<file path="src/rtl/scm_wr_packer_32to64.sv">
// -----------------------------------------------------------------------------
// scm_wr_packer_32to64
//
// Write-side packer for the 64b-write / 32b-read latch SCM.
// A valid/ready stream of 32-bit words is packed in pairs into 64-bit rows:
// the first word of a pair lands in [31:0] and the second in [63:32]. Each
// completed row is issued as one registered write. Row addresses
// auto-increment from a base sampled with start. Word k of a burst is
// therefore readable at 32-bit address 2*(base+row)+(k%2).
//
// Ports
//   clk, rst_n    clock, asynchronous active-low reset
//   start         pulse; begins a burst (honoured only in IDLE)
//   base_addr     first row of the burst, sampled with start
//   in_valid      input word valid
//   in_ready      packer can accept a word (decoded from state only)
//   in_data       input word
//   in_last       final word of the burst, qualified by in_valid
//   WriteEnable   registered one-cycle row write strobe
//   WriteAddr     registered row address (holds between writes)
//   WriteData     registered packed row (holds between writes)
//   busy          high while in LO or HI
//   done          one-cycle pulse, the cycle after the final row write
//   rows_written  rows written in the current/most recent burst, saturating
//   overflow      sticky; burst wrote more rows than the SCM holds
//   state_dbg     current FSM state (0 IDLE, 1 LO, 2 HI)
//
// Handshake: a word transfers on a rising edge where in_valid && in_ready.
// in_ready depends on the state register only, never on in_valid; the
// producer may hold in_valid high for a full-rate stream, which yields one
// row write every two cycles with no bubbles.
// -----------------------------------------------------------------------------
module scm_wr_packer_32to64 #(
  parameter int WADDR_WIDTH = 5,
  parameter int WDATA_WIDTH = 64,
  parameter int RDATA_WIDTH = 32,
  parameter logic [RDATA_WIDTH-1:0] PAD_VALUE = '0,
  // Physical width of the address signals; a zero-width address still needs
  // one wire, which is tied to 0.
  localparam int AW = (WADDR_WIDTH > 0) ? WADDR_WIDTH : 1
) (
  input  logic                   clk,
  input  logic                   rst_n,
  input  logic                   start,
  input  logic [AW-1:0]          base_addr,
  input  logic                   in_valid,
  output logic                   in_ready,
  input  logic [RDATA_WIDTH-1:0] in_data,
  input  logic                   in_last,
  output logic                   WriteEnable,
  output logic [AW-1:0]          WriteAddr,
  output logic [WDATA_WIDTH-1:0] WriteData,
  output logic                   busy,
  output logic                   done,
  output logic [WADDR_WIDTH:0]   rows_written,
  output logic                   overflow,
  output logic [1:0]             state_dbg
);

  typedef enum logic [1:0] {
    IDLE = 2'd0,
    LO   = 2'd1,
    HI   = 2'd2
  } state_t;

  // Row count of the SCM; rows_written saturates here.
  localparam logic [WADDR_WIDTH:0] ROW_MAX = (WADDR_WIDTH + 1)'(2 ** WADDR_WIDTH);

  state_t                 state;
  logic [RDATA_WIDTH-1:0] low_q;      // first word of the pair being built
  logic [AW-1:0]          addr_cnt;   // row address of the next write
  logic                   last_wr_q;  // the write now on the bus closes the burst

  logic                   accept;
  logic [AW-1:0]          addr_inc;
  logic [AW-1:0]          addr_load;
  logic [WADDR_WIDTH:0]   rows_next;
  logic                   ovf_hit;

  assign accept = in_valid && in_ready;

  // With a single row there is no counter: every write goes to row 0.
  assign addr_inc  = (WADDR_WIDTH > 0) ? AW'(addr_cnt + 1'b1) : '0;
  assign addr_load = (WADDR_WIDTH > 0) ? base_addr : '0;

  // Row accounting applied on every write issue. Once the count has reached
  // the row total, a further write means the burst has overwritten a row.
  always_comb begin
    rows_next = rows_written;
    ovf_hit   = 1'b0;
    if (rows_written == ROW_MAX) begin
      ovf_hit = 1'b1;
    end else begin
      rows_next = rows_written + 1'b1;
    end
  end

  assign in_ready  = (state == LO) || (state == HI);
  assign busy      = (state != IDLE);
  assign state_dbg = state;

  always_ff @(posedge clk or negedge rst_n) begin
    if (!rst_n) begin
      state        <= IDLE;
      low_q        <= '0;
      addr_cnt     <= '0;
      last_wr_q    <= 1'b0;
      WriteEnable  <= 1'b0;
      WriteAddr    <= '0;
      WriteData    <= '0;
      done         <= 1'b0;
      rows_written <= '0;
      overflow     <= 1'b0;
    end else begin
      // Strobes default low; address and data hold between writes.
      WriteEnable <= 1'b0;
      last_wr_q   <= 1'b0;
      done        <= last_wr_q;

      case (state)
        IDLE: begin
          if (start) begin
            addr_cnt     <= addr_load;
            rows_written <= '0;
            overflow     <= 1'b0;
            state        <= LO;
          end
        end

        LO: begin
          if (accept) begin
            low_q <= in_data;
            if (in_last) begin
              // Odd burst: close the row with the pad in the upper half.
              WriteEnable  <= 1'b1;
              WriteAddr    <= addr_cnt;
              WriteData    <= {PAD_VALUE, in_data};
              rows_written <= rows_next;
              if (ovf_hit) overflow <= 1'b1;
              last_wr_q    <= 1'b1;
              state        <= IDLE;
            end else begin
              state <= HI;
            end
          end
        end

        HI: begin
          if (accept) begin
            WriteEnable  <= 1'b1;
            WriteAddr    <= addr_cnt;
            WriteData    <= {in_data, low_q};
            addr_cnt     <= addr_inc;
            rows_written <= rows_next;
            if (ovf_hit) overflow <= 1'b1;
            if (in_last) begin
              last_wr_q <= 1'b1;
              state     <= IDLE;
            end else begin
              state <= LO;
            end
          end
        end

        default: state <= IDLE;
      endcase
    end
  end

endmodule
</file>
<file path="config.mk">
export PLATFORM = sky130hd
export DESIGN_NAME = scm_wr_packer_32to64
export DESIGN_NICKNAME = d
export VERILOG_FILES = /design/src/rtl/scm_wr_packer_32to64.sv
export SDC_FILE = /design/constraint.sdc
export NUM_CORES = 1
export LEC_CHECK = 0
export ABC_AREA = 1
export CAP_MARGIN = 30
export CORE_UTILIZATION = 45
export DETAILED_ROUTE_END_ITERATION = 8
export GPL_TIMING_DRIVEN = 0
export PLACE_DENSITY = 0.88
export SETUP_SLACK_MARGIN = 0.05
export SYNTH_ARGS = -nofsm -noshare
export SYNTH_HDL_FRONTEND = slang
export SYNTH_SLANG_ARGS = --single-unit
export TNS_END_PERCENT = 5
</file>
<file path="constraint.sdc">
create_clock -name clk -period 1.4 [get_ports clk]
set_input_delay 0.28 -clock clk [delete_from_list [all_inputs] [get_ports clk]]
set_output_delay 0.28 -clock clk [all_outputs]
set_load 0.005 [all_outputs]
</file>
==> metrics.txt, run 1 <==
# TYPE chip_impl_metric gauge
chip_impl_metric{name="boundaryPins",unit=""} 124
chip_impl_metric{name="fin_crit",unit="ns"} 1.65
chip_impl_metric{name="areaGrowthSynthToFinish",unit="%"} 53.2
chip_impl_metric{name="ant_nets",unit=""} 0
chip_impl_metric{name="detailed_place_hpwl",unit="mm"} 9.76
chip_impl_info{name="cts_root_buffer",value="sky130_fd_sc_hd__clkbuf_16"} 1
chip_impl_metric{name="grt_max_degree",unit=""} 66
chip_impl_metric{name="cts_made_buffers",unit=""} 17
chip_impl_info{name="timing_worst_setup_path_type",value="reg -> reg"} 1
chip_impl_metric{name="post-route-period-util",unit="%"} 118
chip_impl_metric{name="clockBufferDepth",unit=""} 2
chip_impl_metric{name="worst_setup_hold_path_clk_slew",unit="ns"} 0.06
chip_impl_info{name="worst_r2r_endpoint",value="WriteData[53]"} 1
chip_impl_metric{name="synth_largest_type_area_fraction",unit="%"} 54.4
chip_impl_metric{name="ys_ff_latch",unit=""} 118
chip_impl_metric{name="antenna_found_initial",unit=""} 0
chip_impl_metric{name="grt.overflow.total",unit=""} 0
chip_impl_metric{name="max_cap_violations",unit=""} 0
chip_impl_info{name="timing.hold.worst.class",value="reg -> reg"} 1
chip_impl_metric{name="sequentialPowerShare",unit="%"} 27.5
chip_impl_metric{name="place_congestion",unit=""} 0.835
chip_impl_metric{name="report.final.slew_viol_count",unit=""} 0
chip_impl_metric{name="gr-usage-met1",unit="%"} 29.3
chip_impl_metric{name="number_of_stages_on_the_worst_hold_path",unit=""} 0
chip_impl_metric{name="ys_warn_count",unit=""} 0
chip_impl_info{name="tritoncts",value="yes"} 1
chip_impl_metric{name="cts.htree.levels",unit=""} 4
chip_impl_metric{name="tightestPinTransition",unit="ns"} 0.502
chip_impl_info{name="holdPathEnd",value="done"} 1
chip_impl_metric{name="synth-edff-count",unit=""} 0
chip_impl_metric{name="synth_cell_type_count",unit=""} 24
chip_impl_metric{name="synth-seq-area-share",unit="%"} 54.4
chip_impl_info{name="grt_setup_unrepaired",value="yes"} 1
chip_impl_metric{name="ff2ff_setup_slack",unit="ns"} -0.25
chip_impl_metric{name="placeableCoreArea",unit="µm²"} 11600
chip_impl_info{name="crit_path_start_kind",value="register"} 1
chip_impl_info{name="worst_r2r_startpoint",value="state_dbg[1]"} 1
chip_impl_metric{name="finish.net_count",unit=""} 781
chip_impl_metric{name="drt_pass1_iterations",unit=""} 8
chip_impl_metric{name="clock_sinks",unit=""} 118
chip_impl_metric{name="n_fill_cell",unit=""} 801
chip_impl_metric{name="cp_data_arrival_time",unit="ns"} 1.96
chip_impl_metric{name="die_width",unit="µm"} 112
chip_impl_metric{name="finalCoreUtilization",unit="%"} 71.9
chip_impl_info{name="run_status",value="complete, but fails checks"} 1
chip_impl_metric{name="per_cell_via_count_in_the_routed_design",unit=""} 5.32
chip_impl_metric{name="grt.total_usage",unit="%"} 24.4
chip_impl_metric{name="finalClockSkew",unit="ns"} 0.0112
chip_impl_metric{name="final_cell_count_no_fill",unit=""} 888
chip_impl_metric{name="placement_stage_worst_setup_slack",unit="ns"} -0.456
chip_impl_metric{name="buffer_ports.inserted",unit=""} 123
chip_impl_info{name="critPathCaptureType",value="register"} 1
chip_impl_metric{name="tns",unit="ns"} -20.59
chip_impl_metric{name="power_density",unit="nW/µm²"} 2570
chip_impl_metric{name="max_freq",unit="MHz"} 607
chip_impl_metric{name="clock_power_share",unit="%"} 23.2
chip_impl_metric{name="place.detailed.instances",unit=""} 837
chip_impl_metric{name="num_vias",unit=""} 4722
chip_impl_metric{name="p_int",unit="mW"} 13.1
chip_impl_metric{name="synth_net_count",unit=""} 619
chip_impl_info{name="hold_crit_start",value="last_wr_q"} 1
chip_impl_metric{name="grt_pass1_wl",unit="mm"} 23.7
chip_impl_metric{name="layout.cell_area.non_filler",unit="µm²"} 8310
chip_impl_metric{name="postSynth.asyncResetShare",unit="%"} 100
chip_impl_metric{name="cp.required",unit="ns"} 1.71
chip_impl_metric{name="syn-mean-instance-area",unit="µm²"} 9.52
chip_impl_metric{name="globalRouteMet3Util",unit="%"} 5.44
chip_impl_metric{name="finalHoldViolCount",unit=""} 0
chip_impl_metric{name="drt_first_iter_violations",unit=""} 294
chip_impl_metric{name="final_layout_size_suffix_gt1_share",unit="%"} 27.9
chip_impl_info{name="synth_top_flop_cell",value="sky130_fd_sc_hd__dfrtp_1"} 1
chip_impl_metric{name="switching_share",unit="%"} 38.5
chip_impl_metric{name="synthesized_instance_count",unit=""} 570
chip_impl_info{name="failed_checks",value="DRC, setup timing"} 1
chip_impl_metric{name="avgRoutedWirePerCell",unit="µm"} 17.0
chip_impl_metric{name="antenna_cells_inserted",unit=""} 0
chip_impl_info{name="busiest_layer",value="met2"} 1
chip_impl_metric{name="finalWorstSetupSlack",unit="ns"} -0.248
chip_impl_metric{name="first_global_vias",unit=""} 4879
chip_impl_metric{name="worstRegToRegCells",unit=""} 8
chip_impl_metric{name="p_total",unit="mW"} 21.3
chip_impl_metric{name="total_switching_power",unit="mW"} 8.22
chip_impl_metric{name="max_slew_margin",unit="%"} 66.5
chip_impl_metric{name="clk_latency",unit="ns"} 0.41
chip_impl_metric{name="totalWireLength",unit="mm"} 15.1
chip_impl_metric{name="timing.hold.ws",unit="ns"} 0.354
chip_impl_metric{name="total_leakage_power",unit="nW"} 3.92
chip_impl_metric{name="drc_viols",unit=""} 10
chip_impl_metric{name="combinationalPowerShare",unit="%"} 49.3
chip_impl_metric{name="setup_viol",unit=""} 118
chip_impl_metric{name="peakVddDrop",unit="V"} 0.00169
chip_impl_info{name="synth.top_cells.by_area",value="sky130_fd_sc_hd__dfrtp_1 (54%), sky130_fd_sc_hd__o31ai_2 (13%), sky130_fd_sc_hd__nand2_1 (10%), sky130_fd_sc_hd__nor2_1 (5.3%), sky130_fd_sc_hd__o21ai_0 (4.2%)"} 1
chip_impl_metric{name="total_die_area",unit="µm²"} 12500
chip_impl_info{name="synth_top_cell_by_area",value="sky130_fd_sc_hd__dfrtp_1"} 1
chip_impl_metric{name="synth.cell_area",unit="µm²"} 5430
chip_impl_metric{name="fp-row-count",unit=""} 39
chip_impl_metric{name="critical_path_peak_fanout",unit=""} 10
chip_impl_metric{name="dpl-instance-area",unit="µm²"} 7000
chip_impl_metric{name="grt_util_met2",unit="%"} 42.6
chip_impl_metric{name="effective_utilization_at_floorplan",unit="%"} 46.9
chip_impl_metric{name="die_y",unit="µm"} 112
placed cells by master, fill, tap and decap left out, types with 4 or more instances in the layout:
cell	netlist	routed
sky130_fd_sc_hd__dlygate4sd2_1	0	19
sky130_fd_sc_hd__buf_8	0	5
sky130_fd_sc_hd__dfrtp_2	0	4
sky130_fd_sc_hd__o31ai_1	6	6
sky130_fd_sc_hd__nor2_1	76	73
sky130_fd_sc_hd__clkdlybuf4s15_1	0	60
sky130_fd_sc_hd__nand2_1	150	117
sky130_fd_sc_hd__clkdlybuf4s50_1	0	40
sky130_fd_sc_hd__clkbuf_8	0	6
sky130_fd_sc_hd__clkbuf_2	0	4
sky130_fd_sc_hd__buf_4	1	19
sky130_fd_sc_hd__clkbuf_16	0	17
sky130_fd_sc_hd__o21ai_1	4	30
sky130_fd_sc_hd__nand2_2	0	32
sky130_fd_sc_hd__o21ai_2	0	9
sky130_fd_sc_hd__buf_6	6	15
sky130_fd_sc_hd__dfrtp_1	118	114
sky130_fd_sc_hd__inv_2	1	4
sky130_fd_sc_hd__inv_1	50	44
sky130_fd_sc_hd__bufinv_16	0	6
sky130_fd_sc_hd__ha_1	7	4
sky130_fd_sc_hd__o31ai_4	0	25
sky130_fd_sc_hd__o21ai_0	46	11
sky130_fd_sc_hd__o31ai_2	58	33
sky130_fd_sc_hd__nand3_1	9	7
sky130_fd_sc_hd__buf_12	0	4
cells by family after synthesis:
| group | count (synthesis) | synth area share, % |
|---|---|---|
| fa+ha+maj | 7 | 1.61 |
| buf+inv | 84 | 7.10 |
| flops | 118 | 54.4 |
| simple gates | 240 | 17.0 |
| xor+xnor | 4 | 0.646 |
| compound gates | 117 | 19.2 |
synth_stat cells (all sizes together), types with 2 or more instances:
master,number
buf,24
clkbuf,9
dfrtp,118
ha,7
inv,51
nand2,150
nand3,9
nor2,76
o21ai,50
o31ai,64
or2,2
xnor2,2
xor2,2
state kept, by name, summed over array words and instances (netlist names), 2 cells and up:
register and count:
WriteAddr 5, state_dbg 2, addr_cnt 5, low_q 32, WriteData 64, rows_written 6
layout make-up:
class                      count  area, µm²  area share (%)
multi-input combinational    369       2530            30.4
timing repair buffer         142       1380            16.6
buffer                        33        394            4.74
tap                          143        179            2.15
clock buffer                  19        443            5.33
sequential                   118       2960            35.6
clock inverter                13        228            2.74
inverter                      51        201            2.42
repair_timing:
action | 4_1_cts | 5_1_grt
gates resized for setup | 184 | 120
setup endpoints to repair | 197 | 173
pin swaps | 8 | 9
cloned | 0 | 1
setup buffers | 16 | 1
hold buffers | 1 | 0
hold endpoints to repair | 53 | 0
routing by layer:
metal | up-vias | wire [µm]
met3 | 31 | 821
met2 | 174 | 7740
li1 | 2194 | -
met1 | 2323 | 6290
met5 | - | 0
met4 | 0 | 274
worst max-delay path, stage by stage (launching register included):
cell and delay (ns):
sky130_fd_sc_hd__dfrtp_1 0.38, sky130_fd_sc_hd__inv_2 0.08, sky130_fd_sc_hd__ha_4 0.30, sky130_fd_sc_hd__nand3_4 0.08, sky130_fd_sc_hd__nand2_2 0.10, sky130_fd_sc_hd__nand2_2 0.08, sky130_fd_sc_hd__buf_12 0.16, sky130_fd_sc_hd__buf_6 0.16
sky130_fd_sc_hd__o31ai_2 0.19
worst max-delay path by stage:
stage / start / end / slack (ns) / cells past startpoint
6_report: state_dbg[1] / WriteData[53] / -0.25 / 8
5_1_grt: state_dbg[1] / WriteData[47] / -0.32 / 8
4_1_cts: state_dbg[0] / WriteData[57] / -0.19 / 8
3_5_place_dp: state_dbg[0] / WriteData[0] / -0.46 / 6
3_3_place_gp: rst_n / state_dbg[0] / -4.68 / 1
2_1_floorplan: state_dbg[1] / WriteData[43] / -0.12 / 8
power by group through the flow:
| stage | sequential (mW) | combinational, mW | clock, mW |
|---|---|---|---|
| floorplan | 5.77 | 5.15 | 0 |
| global placement | 5.80 | 8.39 | 0 |
| detailed placement | 5.88 | 8.74 | 0 |
| CTS | 5.77 | 9.28 | 4.96 |
| global route | 6.00 | 11.4 | 5.15 |
| finish | 5.86 | 10.5 | 4.95 |
Note: power is estimated with default switching activity, not from simulation.
==> run 2, diff against run 1 <==
--- a/config.mk
+++ b/config.mk
@@ -8,10 +8,12 @@
 export ABC_AREA = 1
 export CAP_MARGIN = 30
 export CORE_UTILIZATION = 45
+export CTS_BUF_LIST = sky130_fd_sc_hd__clkbuf_16
 export DETAILED_ROUTE_END_ITERATION = 8
 export GPL_TIMING_DRIVEN = 0
 export PLACE_DENSITY = 0.88
 export SETUP_SLACK_MARGIN = 0.05
+export SKIP_CTS_REPAIR_TIMING = 1
 export SYNTH_ARGS = -nofsm -noshare
 export SYNTH_HDL_FRONTEND = slang
 export SYNTH_SLANG_ARGS = --single-unit
==> run 2 against run 1 <==
Net effect:
- the flow finishes with violations (DRC, hold timing, setup timing)
- clock power down 1%
- die area unchanged
- sequential share of layout area fell by 0.073 points
==> metrics.txt, run 2 (synthesis gave the netlist of run 1 again) <==
# TYPE chip_impl_metric gauge
chip_impl_info{name="timing.hold.worst.class",value="in -> async"} 1
chip_impl_metric{name="setup_viol",unit=""} 115
chip_impl_info{name="worstSetupStartpoint",value="state_dbg[1]"} 1
chip_impl_metric{name="dpl-instance-area",unit="µm²"} 7000
chip_impl_metric{name="max_freq",unit="MHz"} 574
chip_impl_metric{name="layout.cell_area.non_filler",unit="µm²"} 8340
chip_impl_metric{name="largest_register_ff_count",unit=""} 64
chip_impl_metric{name="totalWireLength",unit="mm"} 15.1
chip_impl_info{name="grt_setup_unrepaired",value="yes"} 1
chip_impl_metric{name="placeableCoreArea",unit="µm²"} 11600
chip_impl_info{name="reg_top3",value="WriteData: 64 flops, low_q: 32 flops, rows_written: 6 flops"} 1
chip_impl_metric{name="power_density",unit="nW/µm²"} 2530
chip_impl_metric{name="first_global_vias",unit=""} 4674
chip_impl_metric{name="place_congestion",unit=""} 0.835
chip_impl_metric{name="grt_max_degree",unit=""} 66
chip_impl_metric{name="final_layout_size_suffix_gt1_share",unit="%"} 25.6
chip_impl_metric{name="cts_made_buffers",unit=""} 17
chip_impl_metric{name="grt_pass1_wl",unit="mm"} 22.9
chip_impl_metric{name="die_width",unit="µm"} 112
chip_impl_metric{name="worstRegToRegCells",unit=""} 8
chip_impl_metric{name="max_slew_margin",unit="%"} 52.8
chip_impl_metric{name="sequentialPowerShare",unit="%"} 28.0
chip_impl_info{name="worst_r2r_startpoint",value="state_dbg[1]"} 1
chip_impl_metric{name="antenna_cells_inserted",unit=""} 0
chip_impl_metric{name="report.final.slew_viol_count",unit=""} 0
chip_impl_info{name="final_common_cell",value="sky130_fd_sc_hd__nand2_1"} 1
chip_impl_metric{name="areaGrowthSynthToFinish",unit="%"} 53.7
chip_impl_info{name="critPathCaptureType",value="register"} 1
chip_impl_metric{name="worst_setup_hold_path_clk_slew",unit="ns"} 0.06
chip_impl_info{name="tritoncts",value="yes"} 1
chip_impl_info{name="regMostFlops",value="WriteData"} 1
chip_impl_metric{name="die_y",unit="µm"} 112
chip_impl_metric{name="timing.hold.ws",unit="ns"} -0.0720
chip_impl_metric{name="finalWorstSetupSlack",unit="ns"} -0.343
chip_impl_metric{name="post-route-period-util",unit="%"} 125
chip_impl_metric{name="grt.total_usage",unit="%"} 23.6
chip_impl_metric{name="buffer_ports.inserted",unit=""} 123
chip_impl_metric{name="cp.required",unit="ns"} 1.70
chip_impl_metric{name="drt_first_iter_violations",unit=""} 302
chip_impl_metric{name="clk_latency",unit="ns"} 0.41
chip_impl_metric{name="clock_power_share",unit="%"} 23.2
chip_impl_info{name="final_cell_mix",value="sky130_fd_sc_hd__nand2_1 (131), sky130_fd_sc_hd__dfrtp_1 (111), sky130_fd_sc_hd__dlymetal6s2s_1 (80), sky130_fd_sc_hd__nor2_1 (73), sky130_fd_sc_hd__inv_1 (45)"} 1
chip_impl_metric{name="combinationalPowerShare",unit="%"} 48.9
chip_impl_metric{name="tightestPinTransition",unit="ns"} 0.708
chip_impl_metric{name="cts.htree.levels",unit=""} 4
chip_impl_metric{name="ff2ff_setup_slack",unit="ns"} -0.34
chip_impl_metric{name="drt_pass1_iterations",unit=""} 7
chip_impl_metric{name="per_cell_via_count_in_the_routed_design",unit=""} 5.35
chip_impl_metric{name="total_switching_power",unit="mW"} 7.93
chip_impl_metric{name="detailed_place_hpwl",unit="mm"} 9.76
chip_impl_metric{name="cp_data_arrival_time",unit="ns"} 2.04
chip_impl_metric{name="fin_crit",unit="ns"} 1.74
chip_impl_metric{name="antenna_found_initial",unit=""} 0
chip_impl_metric{name="effective_utilization_at_floorplan",unit="%"} 46.9
chip_impl_metric{name="finalHoldViolCount",unit=""} 53
chip_impl_metric{name="switching_share",unit="%"} 37.6
chip_impl_metric{name="clock_sinks",unit=""} 118
chip_impl_metric{name="fp-row-count",unit=""} 39
chip_impl_metric{name="total_leakage_power",unit="nW"} 4.92
chip_impl_info{name="worst_setup_path_endpoint",value="WriteData[42]"} 1
chip_impl_info{name="failed_checks",value="DRC, hold timing, setup timing"} 1
chip_impl_metric{name="peakVddDrop",unit="V"} 0.00165
chip_impl_info{name="run_status",value="complete, but fails checks"} 1
chip_impl_info{name="cts_root_buffer",value="sky130_fd_sc_hd__clkbuf_16"} 1
chip_impl_metric{name="finish.net_count",unit=""} 778
chip_impl_metric{name="p_int",unit="mW"} 13.1
chip_impl_info{name="crit_path_start_kind",value="register"} 1
chip_impl_metric{name="finalClockSkew",unit="ns"} 0.0113
chip_impl_metric{name="num_vias",unit=""} 4737
chip_impl_metric{name="drc_viols",unit=""} 10
chip_impl_metric{name="avgRoutedWirePerCell",unit="µm"} 17.0
chip_impl_metric{name="boundaryPins",unit=""} 124
chip_impl_metric{name="critical_path_peak_fanout",unit=""} 10
chip_impl_metric{name="total_die_area",unit="µm²"} 12500
chip_impl_metric{name="tns",unit="ns"} -28.71
chip_impl_info{name="timing_worst_setup_path_type",value="reg -> reg"} 1
chip_impl_metric{name="grt.overflow.total",unit=""} 0
chip_impl_info{name="worst_r2r_endpoint",value="WriteData[42]"} 1
chip_impl_metric{name="max_cap_violations",unit=""} 0
chip_impl_metric{name="clockBufferDepth",unit=""} 2
chip_impl_metric{name="ant_nets",unit=""} 0
[run 2: worst max-delay path, cell delays in order (launching register included)]
cell,delay [ns]
sky130_fd_sc_hd__dfrtp_1,0.43
sky130_fd_sc_hd__inv_2,0.10
sky130_fd_sc_hd__ha_4,0.31
sky130_fd_sc_hd__nand3_4,0.10
sky130_fd_sc_hd__nand2_4,0.08
sky130_fd_sc_hd__nand2_2,0.08
sky130_fd_sc_hd__buf_12,0.16
sky130_fd_sc_hd__buf_8,0.15
sky130_fd_sc_hd__o31ai_2,0.22
[run 2: power by group through the flow]
stage               Clock, mW  Sequential [mW]  Combinational [mW]
floorplan                   0             5.77                5.15
global placement            0             5.80                8.39
detailed placement          0             5.88                8.74
CTS                      4.89             5.86                8.82
global route             5.09             6.04                11.1
finish                   4.88             5.89                10.3
[run 2: area by class of cell]
class	count	area (µm²)
repair buffers	139	1570
clock inverters	15	235
flip-flops and latches	118	2960
well taps	143	179
multi-input cells	369	2410
plain buffers	33	358
inverters	51	196
fillers	786	3230
clock buffers	17	425
[run 2: per-layer routing]
layer	wire [µm]	vias to the layer above	share of wire, %	track usage [%]
met3	895	27	5.9	5.17
li1	-	2182	-	-
met1	6140	2351	41	28.7
met4	256	0	1.7	9.73
met2	7780	177	52	40.6
met5	0	-	0	0
[run 2: worst min path at each step]
| stage | start | endpoint | slack (ns) |
|---|---|---|---|
| finish | rst_n | WriteData[20] | -0.07 |
| global route | rst_n | WriteData[20] | -0.04 |
| CTS | rst_n | WriteData[20] | -0.06 |
| detailed placement | last_wr_q | done | 0.34 |
| global placement | last_wr_q | done | 0.34 |
| floorplan | rst_n | WriteAddr[0] | -0.02 |
[run 2: metrics by stage]
step / worst slack (ns) / power [mW] / instances / util [%]
after floorplan: -0.124 / 10.9 / 570 / -
after global placement: -4.68 / 14.2 / 836 / 60.3
after detailed placement: -0.456 / 14.6 / 837 / 60.5
after CTS: -0.599 / 19.6 / 869 / 66.2
after global routing: -0.400 / 22.2 / 885 / 72.1
final: -0.343 / 21.1 / 885 / 72.1
